==> src/rtl/cpu_pkg.sv <==
// Shared definitions for the accumulator CPU and its program loader front end.
package cpu_pkg;

    localparam int DW_DEFAULT = 8;
    localparam int AW_DEFAULT = 5;

    typedef enum logic [1:0] {
        ST_IDLE  = 2'd0,
        ST_LOAD  = 2'd1,
        ST_FLUSH = 2'd2,
        ST_RUN   = 2'd3
    } ld_state_e;

    localparam logic [2:0] OP_HLT = 3'b000;
    localparam logic [2:0] OP_SKZ = 3'b001;
    localparam logic [2:0] OP_ADD = 3'b010;
    localparam logic [2:0] OP_AND = 3'b011;
    localparam logic [2:0] OP_XOR = 3'b100;
    localparam logic [2:0] OP_LDA = 3'b101;
    localparam logic [2:0] OP_STO = 3'b110;
    localparam logic [2:0] OP_JMP = 3'b111;

endpackage

==> src/rtl/program_ram.sv <==
// DEPTH x DW program store: synchronous write, asynchronous read, cleared on reset.
module program_ram #(
    parameter int DEPTH = 32,
    parameter int AW    = 5,
    parameter int DW    = 8
) (
    input  logic          clock,
    input  logic          reset,
    input  logic          we_i,
    input  logic [AW-1:0] waddr_i,
    input  logic [DW-1:0] wdata_i,
    input  logic [AW-1:0] raddr_i,
    output logic [DW-1:0] rdata_o
);

    logic [DW-1:0] mem_q [DEPTH];

    always_ff @(posedge clock or negedge reset) begin
        if (!reset) begin
            for (int i = 0; i < DEPTH; i++) mem_q[i] <= '0;
        end else if (we_i) begin
            mem_q[waddr_i] <= wdata_i;
        end
    end

    assign rdata_o = mem_q[raddr_i];

endmodule

==> src/rtl/program_loader.sv <==
// Loads a host program into program RAM while holding the CPU in Load,
// then serves instruction bytes addressed by the CPU program counter.
module program_loader
    import cpu_pkg::*;
#(
    parameter int DEPTH = 32,
    parameter int AW    = AW_DEFAULT,
    parameter int DW    = DW_DEFAULT
) (
    input  logic          clock,
    input  logic          reset,
    input  logic          start_load,
    input  logic [DW-1:0] host_data,
    input  logic          host_valid,
    input  logic          host_last,
    output logic          host_ready,
    input  logic [AW-1:0] pc_in,
    output logic [DW-1:0] cpu_instr,
    output logic          cpu_load,
    output logic [AW:0]   prog_len,
    output logic          overflow,
    output logic          halted
);

    localparam logic [AW:0] DEPTH_W = (AW+1)'(DEPTH);

    ld_state_e   state_q, state_d;
    // The write pointer doubles as the program length: every accepted byte advances both.
    logic [AW:0] wptr_q, wptr_d;
    logic        ovf_q, ovf_d;
    logic        flush_q, flush_d;
    logic [1:0]  hcnt_q, hcnt_d;

    logic          hs;
    logic [DW-1:0] ram_rdata;

    assign host_ready = (state_q == ST_LOAD) && !start_load && (wptr_q < DEPTH_W);
    assign hs         = host_valid && host_ready;

    program_ram #(
        .DEPTH (DEPTH),
        .AW    (AW),
        .DW    (DW)
    ) u_ram (
        .clock   (clock),
        .reset   (reset),
        .we_i    (hs),
        .waddr_i (wptr_q[AW-1:0]),
        .wdata_i (host_data),
        .raddr_i (pc_in),
        .rdata_o (ram_rdata)
    );

    // Addresses past the loaded program read as HLT so stale RAM is never executed.
    assign cpu_instr = ({1'b0, pc_in} < wptr_q) ? ram_rdata : '0;
    assign cpu_load  = (state_q != ST_RUN);
    assign prog_len  = wptr_q;
    assign overflow  = ovf_q;
    assign halted    = (state_q == ST_RUN) && (hcnt_q == 2'd2);

    always_comb begin
        state_d = state_q;
        wptr_d  = wptr_q;
        ovf_d   = ovf_q;
        flush_d = flush_q;
        hcnt_d  = 2'd0;

        if (state_q == ST_RUN && cpu_instr[DW-1:DW-3] == OP_HLT) begin
            hcnt_d = (hcnt_q == 2'd3) ? 2'd3 : hcnt_q + 2'd1;
        end

        if (start_load) begin
            state_d = ST_LOAD;
            wptr_d  = '0;
            ovf_d   = 1'b0;
            flush_d = 1'b0;
        end else begin
            case (state_q)
                ST_LOAD: begin
                    if (hs) begin
                        wptr_d = wptr_q + 1'b1;
                        if (host_last) begin
                            state_d = ST_FLUSH;
                        end else if (wptr_q == DEPTH_W - 1'b1) begin
                            ovf_d   = 1'b1;
                            state_d = ST_FLUSH;
                        end
                    end
                end
                // Two Load-high cycles so the CPU sees a clean Load falling edge with PC=0.
                ST_FLUSH: begin
                    flush_d = ~flush_q;
                    if (flush_q) state_d = ST_RUN;
                end
                default: ;
            endcase
        end
    end

    always_ff @(posedge clock or negedge reset) begin
        if (!reset) begin
            state_q <= ST_IDLE;
            wptr_q  <= '0;
            ovf_q   <= 1'b0;
            flush_q <= 1'b0;
            hcnt_q  <= 2'd0;
        end else begin
            state_q <= state_d;
            wptr_q  <= wptr_d;
            ovf_q   <= ovf_d;
            flush_q <= flush_d;
            hcnt_q  <= hcnt_d;
        end
    end

endmodule

==> config.mk <==
export PLATFORM = sky130hd
export DESIGN_NAME = program_loader
export DESIGN_NICKNAME = d
export VERILOG_FILES = /design/src/rtl/cpu_pkg.sv /design/src/rtl/program_ram.sv /design/src/rtl/program_loader.sv
export SDC_FILE = /design/constraint.sdc
export NUM_CORES = 1
export LEC_CHECK = 0
export BUFFER_PORTS_ARGS = -buffer_cell sky130_fd_sc_hd__buf_4
export CAP_MARGIN = 30
export CORE_AREA = 2 2 177 127
export DETAILED_ROUTE_END_ITERATION = 16
export DIE_AREA = 0 0 179 129
export PLACE_DENSITY = 0.75
export SLEW_MARGIN = 20
export SYNTH_ARGS = -nofsm -noshare
export SYNTH_HDL_FRONTEND = slang
export SYNTH_HIERARCHICAL = 1
export SYNTH_SLANG_ARGS = --single-unit
==> constraint.sdc <==
create_clock -name clock -period 4.4 [get_ports clock]
set_input_delay 0.88 -clock clock [delete_from_list [all_inputs] [get_ports clock]]
set_output_delay 0.88 -clock clock [all_outputs]
set_load 0.05 [all_outputs]
==> flow_metrics.py, run 1 <==
metrics = {
    "timing": {
        "period_share": 0.925,
        "rsz0062_at_grt": "no",
        "worst_slew_pin_slew_ns": 0.964,
        "tns_ns": 0,
        "setup_viol": 0,
        "hold_viol": 0,
        "max-slew-margin-rel": 0.357,
        "slew_violations": 0,
        "period_minus_slack_ns": 4.07,
        "fmax_mhz": 246,
        "finClkSkew_ns": 0.0193,
    },
    "synth": {
        "syn_area_um2": 12400,
        "syn_avg_cell_area_um2": 15.9,
        "ys_warn_count": 6,
        "synth-seq-cells": 268,
        "ys_seq_area_frac": 0.541,
        "synth_nets": 803,
        "synth_cells": 780,
        "ys_types": 36,
    },
    "setup_path": {
        "r2r_slack_ns": 1.37,
        "cp-end-kind": "primary output",
        "worst_ep_arrival_time_ns": 3.19,
        "crit_start": "pc_in[1]",
        "worst-r2r-cell-count": 5,
        "critPathMaxFanout": 27,
        "rr_endpoint": "u_ram/mem_q[159]",
        "critPathKind": "input pin to primary output",
        "worstPathRequired_ns": 3.52,
        "rr_startpoint": "state_q[1]",
        "start_kind": "input pin",
    },
    "status": {
        "run_status": "complete, no violations",
    },
    "power_and_ir_drop": {
        "vdd_drop_max_mv": 0.300,
        "power.density_nw_per_um2": 389,
        "leakage_nw": 6.63,
        "power_mw": 5.38,
    },
    "finish": {
        "design_area_um2": 13800,
        "drive_gt1_frac": 0.532,
        "num_antenna_cells": 0,
        "nNetsFinal": 824,
        "layout_common_cells": "268 x dfrtp_1, 264 x mux2_2, 80 x mux4_2, 40 x buf_4, 26 x clkbuf_16",
        "syn_to_final_growth_pct": 11.7,
        "final_util": 0.649,
        "mostFrequentLayoutCell": "dfrtp_1",
    },
    "detailed_routing": {
        "num_vias": 7024,
        "first_pass_iters": 5,
        "drt-initial-drc-count": 644,
        "avgViaCountPerCell": 6.38,
        "drc_errors": 0,
        "ant_nets": 0,
        "routed_wl_mm": 28.3,
        "wl_per_cell_um": 25.7,
    },
    "clock_network": {
        "cts_sinks": 268,
        "cts_root_buf": "clkbuf_16",
        "cts_setup_buffers": 0,
        "cts_tree": "built",
        "hold_buffers": 0,
        "htreeDepth": 1,
        "clkLatencyLatePin_ns": 0.54,
        "cts_made_buffers": 26,
        "clockBufferDepth": 3,
        "cts_resized": 0,
        "path_clk_slew_ns": 0.06,
    },
    "die": {
        "die_x_um": 179,
        "rows": 45,
        "die_h_um": 129,
        "start_util": 0.581,
        "dieArea_um2": 23100,
        "ios": 36,
        "coreArea_um2": 21300,
    },
    "global_route": {
        "antenna_found_initial": 0,
        "grt_pass1_vias": 7422,
        "grt_max_degree": 129,
        "grt_pass1_wl_mm": 44.9,
        "overflow": 0,
        "grt.total_usage": 0.262,
    },
    "placement": {
        "gp_congestion": 0.861,
        "placed_area_um2": 12900,
        "place_hpwl_mm": 18.8,
        "port_buffers": 35,
    },
    "run": {
        "maxCapViolations": 0,
    },
    "min_path": {
        "hold_path_class": "input pin to async pin",
    },
}
[critical path, stage by stage]
cell	delay, ns
buf_4	0.27
buf_12	0.28
mux4_2	0.60
mux4_2	0.49
mux2_2	0.32
and2_1	0.15
buf_4	0.18
[layout make-up]
type | instances | area, µm²
fill | 1470 | 7500
clock buffer | 39 | 769
clock inverter | 7 | 149
timing repair buffer | 46 | 415
tap | 282 | 353
sequential | 268 | 6710
multi-input combinational | 452 | 5420
inverter | 7 | 26.3
[worst max path at each step]
stage | end | slack (ns) | depth (start not counted)
CTS | cpu_instr[4] | 0.31 | 7
finish | cpu_instr[5] | 0.33 | 7
detailed placement | cpu_instr[4] | 0.32 | 7
global placement | cpu_instr[4] | 0.32 | 7
floorplan | cpu_instr[5] | 0.65 | 6
global route | cpu_instr[4] | 0.26 | 7
[power by group]
| group | total (mW) | switching (mW) | internal (mW) |
|---|---|---|---|
| clock network | 2.38 | 0.937 | 1.44 |
| logic | 0.404 | 0.223 | 0.180 |
| registers | 2.60 | 0.0508 | 2.55 |
[metal layers]
metal | vias up | track usage | wire length, µm
li1 | 2951 | - | -
met1 | 3821 | 0.398 | 12700
met2 | 210 | 0.388 | 13000
met3 | 42 | 0.0689 | 2100
met4 | 0 | 0.0516 | 557
met5 | - | 0 | 0
[flip-flops by register name, summed over array words and instances, names as in the netlist]
signal / cells
u_ram/mem_q: 256
state_q: 2
overflow: 1
prog_len: 6
hcnt_q: 2
flush_q: 1
[cells by family (layout without fill, tap and decap cells)]
kind of cell / after synthesis / in the layout / synth area share
muxes: 344 / 344 / 0.385
DFF: 268 / 268 / 0.541
and+or+nand+nor: 86 / 86 / 0.0369
buffers and inverters: 60 / 99 / 0.0210
AOI/OAI and AO/OA: 12 / 12 / 0.00677
adders and majority gates: 5 / 5 / 0.00505
xor gates and xnor gates: 5 / 5 / 0.00353
[stage by stage]
step	hold slack, ns	instances	worst slack [ns]
2_1_floorplan	0.466	780	0.646
3_3_place_gp	0.481	1055	0.317
3_5_place_dp	0.490	1055	0.323
4_1_cts	0.505	1101	0.314
5_1_grt	0.516	1101	0.258
6_report	0.468	1101	0.328
[cells in the mapped netlist]
| library cell | number | area, µm² |
|---|---|---|
| nand3_1 | 5 | 25.0 |
| nor3_1 | 5 | 25.0 |
| nor4_1 | 1 | 6.26 |
| nor2_2 | 4 | 25.0 |
| or3_1 | 1 | 6.26 |
| mux4_2 | 80 | 1800 |
| or3b_2 | 1 | 8.76 |
| inv_1 | 7 | 26.3 |
| nor2_1 | 23 | 86.3 |
| nor3b_1 | 4 | 30.0 |
| buf_2 | 1 | 5.00 |
| ha_1 | 5 | 62.6 |
| buf_4 | 7 | 52.6 |
| a21oi_1 | 4 | 20.0 |
| nor4b_4 | 1 | 23.8 |
| nand2b_1 | 1 | 6.26 |
| a211o_1 | 1 | 8.76 |
| nor2b_1 | 1 | 6.26 |
| and3_1 | 3 | 18.8 |
| nand2_1 | 19 | 71.3 |
| buf_6 | 1 | 11.3 |
| a31oi_1 | 2 | 12.5 |
| and3b_1 | 2 | 17.5 |
| o22a_1 | 1 | 8.76 |
| a21o_1 | 1 | 7.51 |
| and2_1 | 9 | 56.3 |
| buf_1 | 9 | 33.8 |
| a221oi_1 | 1 | 8.76 |
| dfrtp_1 | 268 | 6710 |
| mux2_2 | 264 | 2970 |
| xnor2_1 | 5 | 43.8 |
| o21ba_1 | 1 | 10.0 |
| clkbuf_1 | 35 | 131 |
| a211oi_1 | 1 | 7.51 |
| nand4_1 | 1 | 6.26 |
| nand3b_1 | 5 | 37.5 |
Note: power is estimated with default switching activity, not from simulation.
==> run 2: changes to the inputs <==
==> constraint.sdc (replaced) <==
create_clock -name clock -period 4.4 [get_ports clock]
set_input_delay 0.88 -clock clock [delete_from_list [all_inputs] [get_ports clock]]
set_output_delay 0.88 -clock clock [all_outputs]
set_load 0.1 [all_outputs]
==> run 2 against run 1 <==
Against the previous run:
- via count about the same
- final cell count about the same
- hold slack got worse by 0.087 ns
- highest routed layer unchanged
- sequential power about the same
- die area stayed put
- maximum frequency increased by 2.3%
- cell area shrank 0.71%
- sequential share of layout area is 0.35 points higher
- critical path type unchanged
- critical path depth unchanged
- combinational power grew 3%
- clock skew shrank 0.0017 ns
- power is 4.1% lower
==> flow_metrics.py, run 2 (synthesized netlist as in run 1, its figures left out) <==
metrics = {
    "finish": {
        "syn_to_final_growth_pct": 10.9,
        "seq_area_um2": 6710,
        "largest_register_ffs": 256,
        "n_fill_cell": 1478,
        "layout_common_cells": "268 x dfrtp_1, 264 x mux2_2, 80 x mux4_2, 38 x buf_4, 27 x clkbuf_16",
        "nNetsFinal": 823,
        "regMostFlops": "u_ram/mem_q",
        "design_area_um2": 13700,
        "num_antenna_cells": 0,
        "multi_input_area_um2": 5420,
        "mostFrequentLayoutCell": "dfrtp_1",
        "drive_gt1_frac": 0.532,
    },
    "global_route": {
        "grt_max_degree": 103,
        "grt_pass1_vias": 7324,
        "overflow": 0,
        "grt.total_usage": 0.262,
        "grt_pass1_wl_mm": 44.6,
        "antenna_found_initial": 1,
    },
    "die": {
        "die_x_um": 179,
        "start_util": 0.581,
        "coreArea_um2": 21300,
        "dieArea_um2": 23100,
        "die_h_um": 129,
        "ios": 36,
        "rows": 45,
    },
    "clock_network": {
        "hold_buffers": 0,
        "cts_tree": "built",
        "cts_setup_buffers": 0,
        "path_clk_slew_ns": 0.06,
        "clkLatencyLatePin_ns": 0.53,
        "clockBufferDepth": 3,
        "htreeDepth": 1,
        "cts_sinks": 268,
        "cts_resized": 0,
        "cts_root_buf": "clkbuf_16",
        "cts_made_buffers": 26,
    },
    "detailed_routing": {
        "drc_errors": 0,
        "wl_per_cell_um": 26.0,
        "avgViaCountPerCell": 6.38,
        "num_vias": 7020,
        "first_pass_iters": 5,
        "routed_wl_mm": 28.6,
        "drt-initial-drc-count": 550,
        "ant_nets": 0,
    },
    "power_and_ir_drop": {
        "power.internal_mw": 3.96,
        "netSwitchingFraction": 0.233,
        "vdd_drop_max_mv": 0.289,
        "power_frac_comb": 0.081,
        "leakage_nw": 6.59,
        "seq_power_share": 0.504,
        "power.density_nw_per_um2": 375,
        "switching_power_mw": 1.20,
        "clkPwrFrac": 0.415,
    },
    "setup_path": {
        "worst-r2r-cell-count": 5,
        "r2r_slack_ns": 1.33,
        "cp_top_family": "multiplexers",
        "worstPathRequired_ns": 3.52,
        "cp_cell_sequence": "buf_4, buf_12, mux4_2, mux4_2, mux2_2, and2_1, buf_4",
        "start_kind": "input pin",
        "rr_endpoint": "u_ram/mem_q[155]",
        "crit_slowest_cell": "mux4_2",
        "crit_buf_inv": 3,
        "max_stage_delay_ns": 0.59,
        "critPathKind": "input pin to primary output",
        "critPathMaxFanout": 34,
        "rr_startpoint": "state_q[1]",
        "worst_ep_arrival_time_ns": 3.10,
        "cp-end-kind": "primary output",
    },
    "min_path": {
        "hold_path_class": "input pin to async pin",
    },
    "timing": {
        "period_minus_slack_ns": 3.98,
        "worst_slew_pin_slew_ns": 0.981,
        "fmax_mhz": 251,
        "period_share": 0.904,
        "setup_viol": 0,
        "max-slew-margin-rel": 0.344,
        "rsz0062_at_grt": "no",
        "hold_viol": 0,
        "slew_violations": 0,
        "tns_ns": 0,
        "finClkSkew_ns": 0.0176,
    },
    "status": {
        "run_status": "complete, no violations",
    },
    "placement": {
        "port_buffers": 35,
        "gp_congestion": 0.872,
        "placed_area_um2": 12900,
        "place_hpwl_mm": 19.1,
    },
    "run": {
        "maxCapViolations": 0,
    },
}
[run 2: changes by cell type in the layout (fill, tap and decap cells not counted), sizes merged]
cell	previous run	this run
clkbuf	39	36
clkinvlp	1	0
clkinv	2	9
buf	46	45
bufinv	4	1
[run 2: worst max path at each step]
| stage | from | cells after the start | end |
|---|---|---|---|
| after floorplan | state_q[1] | 2 | halted |
| after global placement | pc_in[1] | 7 | cpu_instr[5] |
| after detailed placement | pc_in[1] | 7 | cpu_instr[5] |
| after CTS | pc_in[1] | 7 | cpu_instr[5] |
| after global routing | pc_in[1] | 7 | cpu_instr[5] |
| final | pc_in[1] | 7 | cpu_instr[5] |
[run 2: cell type report]
| class | count | area share |
|---|---|---|
| clock inverters | 10 | 0.00546 |
| well taps | 282 | 0.0257 |
| inverters | 7 | 0.00191 |
| flip-flops and latches | 268 | 0.488 |
| repair buffers | 45 | 0.0306 |
| multi-input cells | 452 | 0.395 |
| clock buffers | 36 | 0.0538 |
[run 2: layer usage]
metal | vias up | global-route usage | part of all wire | wire, µm
li1 | 2948 | - | - | -
met1 | 3807 | 0.407 | 0.46 | 13300
met2 | 223 | 0.378 | 0.45 | 12800
met3 | 42 | 0.0582 | 0.063 | 1810
met4 | 0 | 0.0655 | 0.023 | 663
met5 | - | 0 | 0 | 0
[run 2: power groups by stage]
stage,combinational [mW],clock [mW],sequential [mW]
4_1_cts,0.421,2.18,2.60
3_3_place_gp,0.403,0,2.63
2_1_floorplan,0.263,0,2.63
5_1_grt,0.450,2.30,2.61
6_report,0.418,2.14,2.60
3_5_place_dp,0.421,0,2.64
[run 2: worst reg2reg max path, stage by stage, from the launching register on]
cell and delay, ns:
dfrtp_1 0.47, nor4b_4 0.43, and2_1 0.46, or3b_2 0.61, nor2_2 0.56, mux2_2 0.42
[run 2: metrics by stage]
stage / utilization / worst slack (ns) / power [mW] / cells / hold slack [ns]
after detailed placement: 0.605 / 0.417 / 3.06 / 1053 / 0.489
after global routing: 0.644 / 0.351 / 5.35 / 1100 / 0.449
after global placement: 0.605 / 0.452 / 3.04 / 1053 / 0.480
final: 0.644 / 0.422 / 5.16 / 1100 / 0.382
after CTS: 0.644 / 0.414 / 5.20 / 1099 / 0.428
after floorplan: - / 0.180 / 2.90 / 780 / 0.466
==> run 3: changes to the inputs <==
CORE_AREA = 2 2 178 128   (was 2 2 177 127)
DIE_AREA = 0 0 180 130   (was 0 0 179 129)
SYNTH_HIERARCHICAL = unset   (was 1)
==> run 3 against run 2 <==
Against the previous run:
- cell area grew 1.2%
- maximum frequency is 1.1% lower
- die area is 1.3% higher
- combinational power increased by 11%
- routed wire length is 0.92% higher
- clock skew is 0.0054 ns lower
- largest power group unchanged
==> flow_metrics.py, run 3 <==
metrics = {
    "finish": {
        "regMostFlops": "u_ram.mem_q",
        "largest_register_ffs": 256,
        "drive_gt1_frac": 0.438,
        "num_antenna_cells": 0,
        "layout_common_cells": "268 x dfrtp_1, 256 x mux2_2, 49 x mux2i_1, 45 x mux4_2, 42 x buf_4",
        "syn_to_final_growth_pct": 10.5,
        "mostFrequentLayoutCell": "dfrtp_1",
        "final_cells": 1194,
        "nNetsFinal": 916,
        "final_util": 0.634,
        "n_fill_cell": 1653,
    },
    "detailed_routing": {
        "topRoutingLayerUsed": "met4",
        "wl_met3_mm": 2.04,
        "wl_per_cell_um": 24.2,
        "avgViaCountPerCell": 6.20,
        "drc_errors": 0,
        "first_pass_iters": 6,
        "met1_length_mm": 13.7,
        "ant_nets": 0,
        "drt-initial-drc-count": 573,
        "route.met2.wl_mm": 12.6,
        "routed_wl_mm": 28.8,
        "num_vias": 7397,
    },
    "setup_path": {
        "cp.depth": 8,
        "crit_start": "pc_in[1]",
        "path_common_cell": "buf_4",
        "cp_top_family": "simple AND/OR/NAND/NOR gates",
        "crit_buf_inv": 2,
        "critPathKind": "input pin to primary output",
        "worstPathRequired_ns": 3.52,
        "worst-r2r-cell-count": 8,
        "crit_slowest_cell": "nor2b_1",
        "cp-end-kind": "primary output",
        "worst_ep_arrival_time_ns": 3.14,
        "rr_startpoint": "prog_len[2]",
        "start_kind": "input pin",
        "max_stage_delay_ns": 0.64,
        "critPathMaxFanout": 36,
        "cp_cell_sequence": "buf_4, nor2b_1, a22oi_1, and4b_1, a31oi_1, o211a_1, nor2_1, buf_4",
    },
    "synth": {
        "netlist.area_leader.share": 0.533,
        "ys_warn_count": 0,
        "synth_most_common_cell": "dfrtp_1",
        "synthFlopType": "dfrtp_1",
        "synth_top_area_cell": "dfrtp_1",
        "syn_area_um2": 12600,
        "synth-seq-cells": 268,
        "synth_nets": 900,
        "synth_cells": 874,
        "ys_types": 45,
        "async_reset_ff_frac": 1.00,
        "yosys-top-cells-area": "dfrtp_1 53%, mux2_2 23%, mux4_2 8.1%",
        "synth_edf_count": 0,
        "synth.cells.most_frequent": "268 x dfrtp_1, 256 x mux2_2, 49 x mux2i_1, 45 x mux4_2, 36 x clkbuf_1",
        "syn_avg_cell_area_um2": 14.4,
        "ys_seq_area_frac": 0.533,
    },
    "die": {
        "ios": 36,
        "die_h_um": 130,
        "die_x_um": 180,
        "coreArea_um2": 21900,
        "dieArea_um2": 23400,
        "start_util": 0.574,
        "rows": 46,
    },
    "clock_network": {
        "cts_made_buffers": 26,
        "htreeDepth": 1,
        "clockBufferDepth": 3,
        "cts_tree": "built",
        "hold_buffers": 0,
        "cts_root_buf": "clkbuf_16",
        "cts_setup_buffers": 0,
        "clkLatencyLatePin_ns": 0.53,
        "path_clk_slew_ns": 0.06,
        "cts_sinks": 268,
        "cts_resized": 0,
    },
    "timing": {
        "rsz0062_at_grt": "no",
        "period_share": 0.914,
        "hold_viol": 0,
        "max-slew-margin-rel": 0.419,
        "setup_ws_ns": 0.379,
        "fmax_mhz": 249,
        "finClkSkew_ns": 0.0122,
        "worst_slew_pin_slew_ns": 0.871,
        "slew_violations": 0,
        "period_minus_slack_ns": 4.02,
        "setup_viol": 0,
        "tns_ns": 0,
    },
    "placement": {
        "gp_congestion": 0.786,
        "place_hpwl_mm": 18.6,
        "dp_slack_ns": 0.286,
        "post-place-cells": 1149,
        "port_buffers": 35,
    },
    "global_route": {
        "overflow": 0,
        "grt_max_degree": 112,
        "grt.total_usage": 0.259,
        "antenna_found_initial": 1,
        "grt_pass1_wl_mm": 46.1,
        "grt_pass1_vias": 7783,
    },
    "power_and_ir_drop": {
        "vdd_drop_max_mv": 0.288,
        "power.density_nw_per_um2": 379,
        "leakage_nw": 6.83,
    },
    "run": {
        "maxCapViolations": 0,
    },
    "status": {
        "run_status": "complete, no violations",
    },
    "min_path": {
        "hold_path_class": "input pin to async pin",
    },
}
run 3: cell types whose count changed in the layout (fill, tap and decap cells not counted), sizes merged, moves of 5 or more:
cell	before	now
a211oi	1	12
mux2i	0	49
nand2	19	40
mux2	264	256
a22oi	0	11
mux4	80	45
a21oi	4	14
nor2b	1	15
clkbuf	36	41
and2	9	3
clkinv	9	2
and3	3	8
run 3: final timing paths:
| path | to | slack, ns |
|---|---|---|
| min | u_ram.mem_q[186] | 0.41 |
| max | cpu_instr[7] | 0.38 |
| max reg2reg | hcnt_q[1] | 1.78 |
| min in group clock | u_ram.mem_q[76] | 0.50 |
| max in group asynchronous | u_ram.mem_q[116] | 3.03 |
| min reg2reg | u_ram.mem_q[76] | 0.50 |
run 3: cell families after synthesis:
kind of cell	share of synthesized area
AO/OA/AOI/OAI	0.0314
XOR/XNOR	0.00278
adder cells (fa/ha/maj)	0.00795
buffers and inverters	0.0264
flip-flops	0.533
multiplexers	0.349
AND/OR/NAND/NOR	0.0501
run 3: layer usage:
layer  GRT usage  up-vias
li1            -     3258
met5           0        -
met4      0.0526        0
met2       0.394      215
met3      0.0642       48
met1       0.384     3876
run 3: worst reg2reg max path: cells and delay by family, from the launching register on:
family	cells	cell delay (ns)
DFF	1	0.65
and+or+nand+nor	1	0.21
adders and majority gates	1	0.30
AOI/OAI and AO/OA	4	0.93
buffers and inverters	2	0.44
run 3: report_power, final:
group          switching [mW]  internal (mW)
clock                   0.926           1.29
sequential             0.0450           2.55
combinational           0.281          0.183
run 3: metrics by stage:
step / power, mW / cell area [µm²] / hold slack, ns
final: 5.28 / 13900 / 0.407
after global placement: 3.10 / 13100 / 0.482
after detailed placement: 3.10 / 13100 / 0.487
after global routing: 5.46 / 13900 / 0.496
after CTS: 5.30 / 13900 / 0.462
after floorplan: 2.94 / 12600 / 0.471
run 3: final cells by class:
type	count	area [µm²]	area share
Sequential cell	268	6710	0.482
Multi-Input combinational cell	539	5550	0.399
Clock buffer	41	798	0.0574
Timing Repair Buffer	48	430	0.0309
Tap cell	288	360	0.0259
Clock inverter	3	40.0	0.00288
Inverter	7	26.3	0.00189
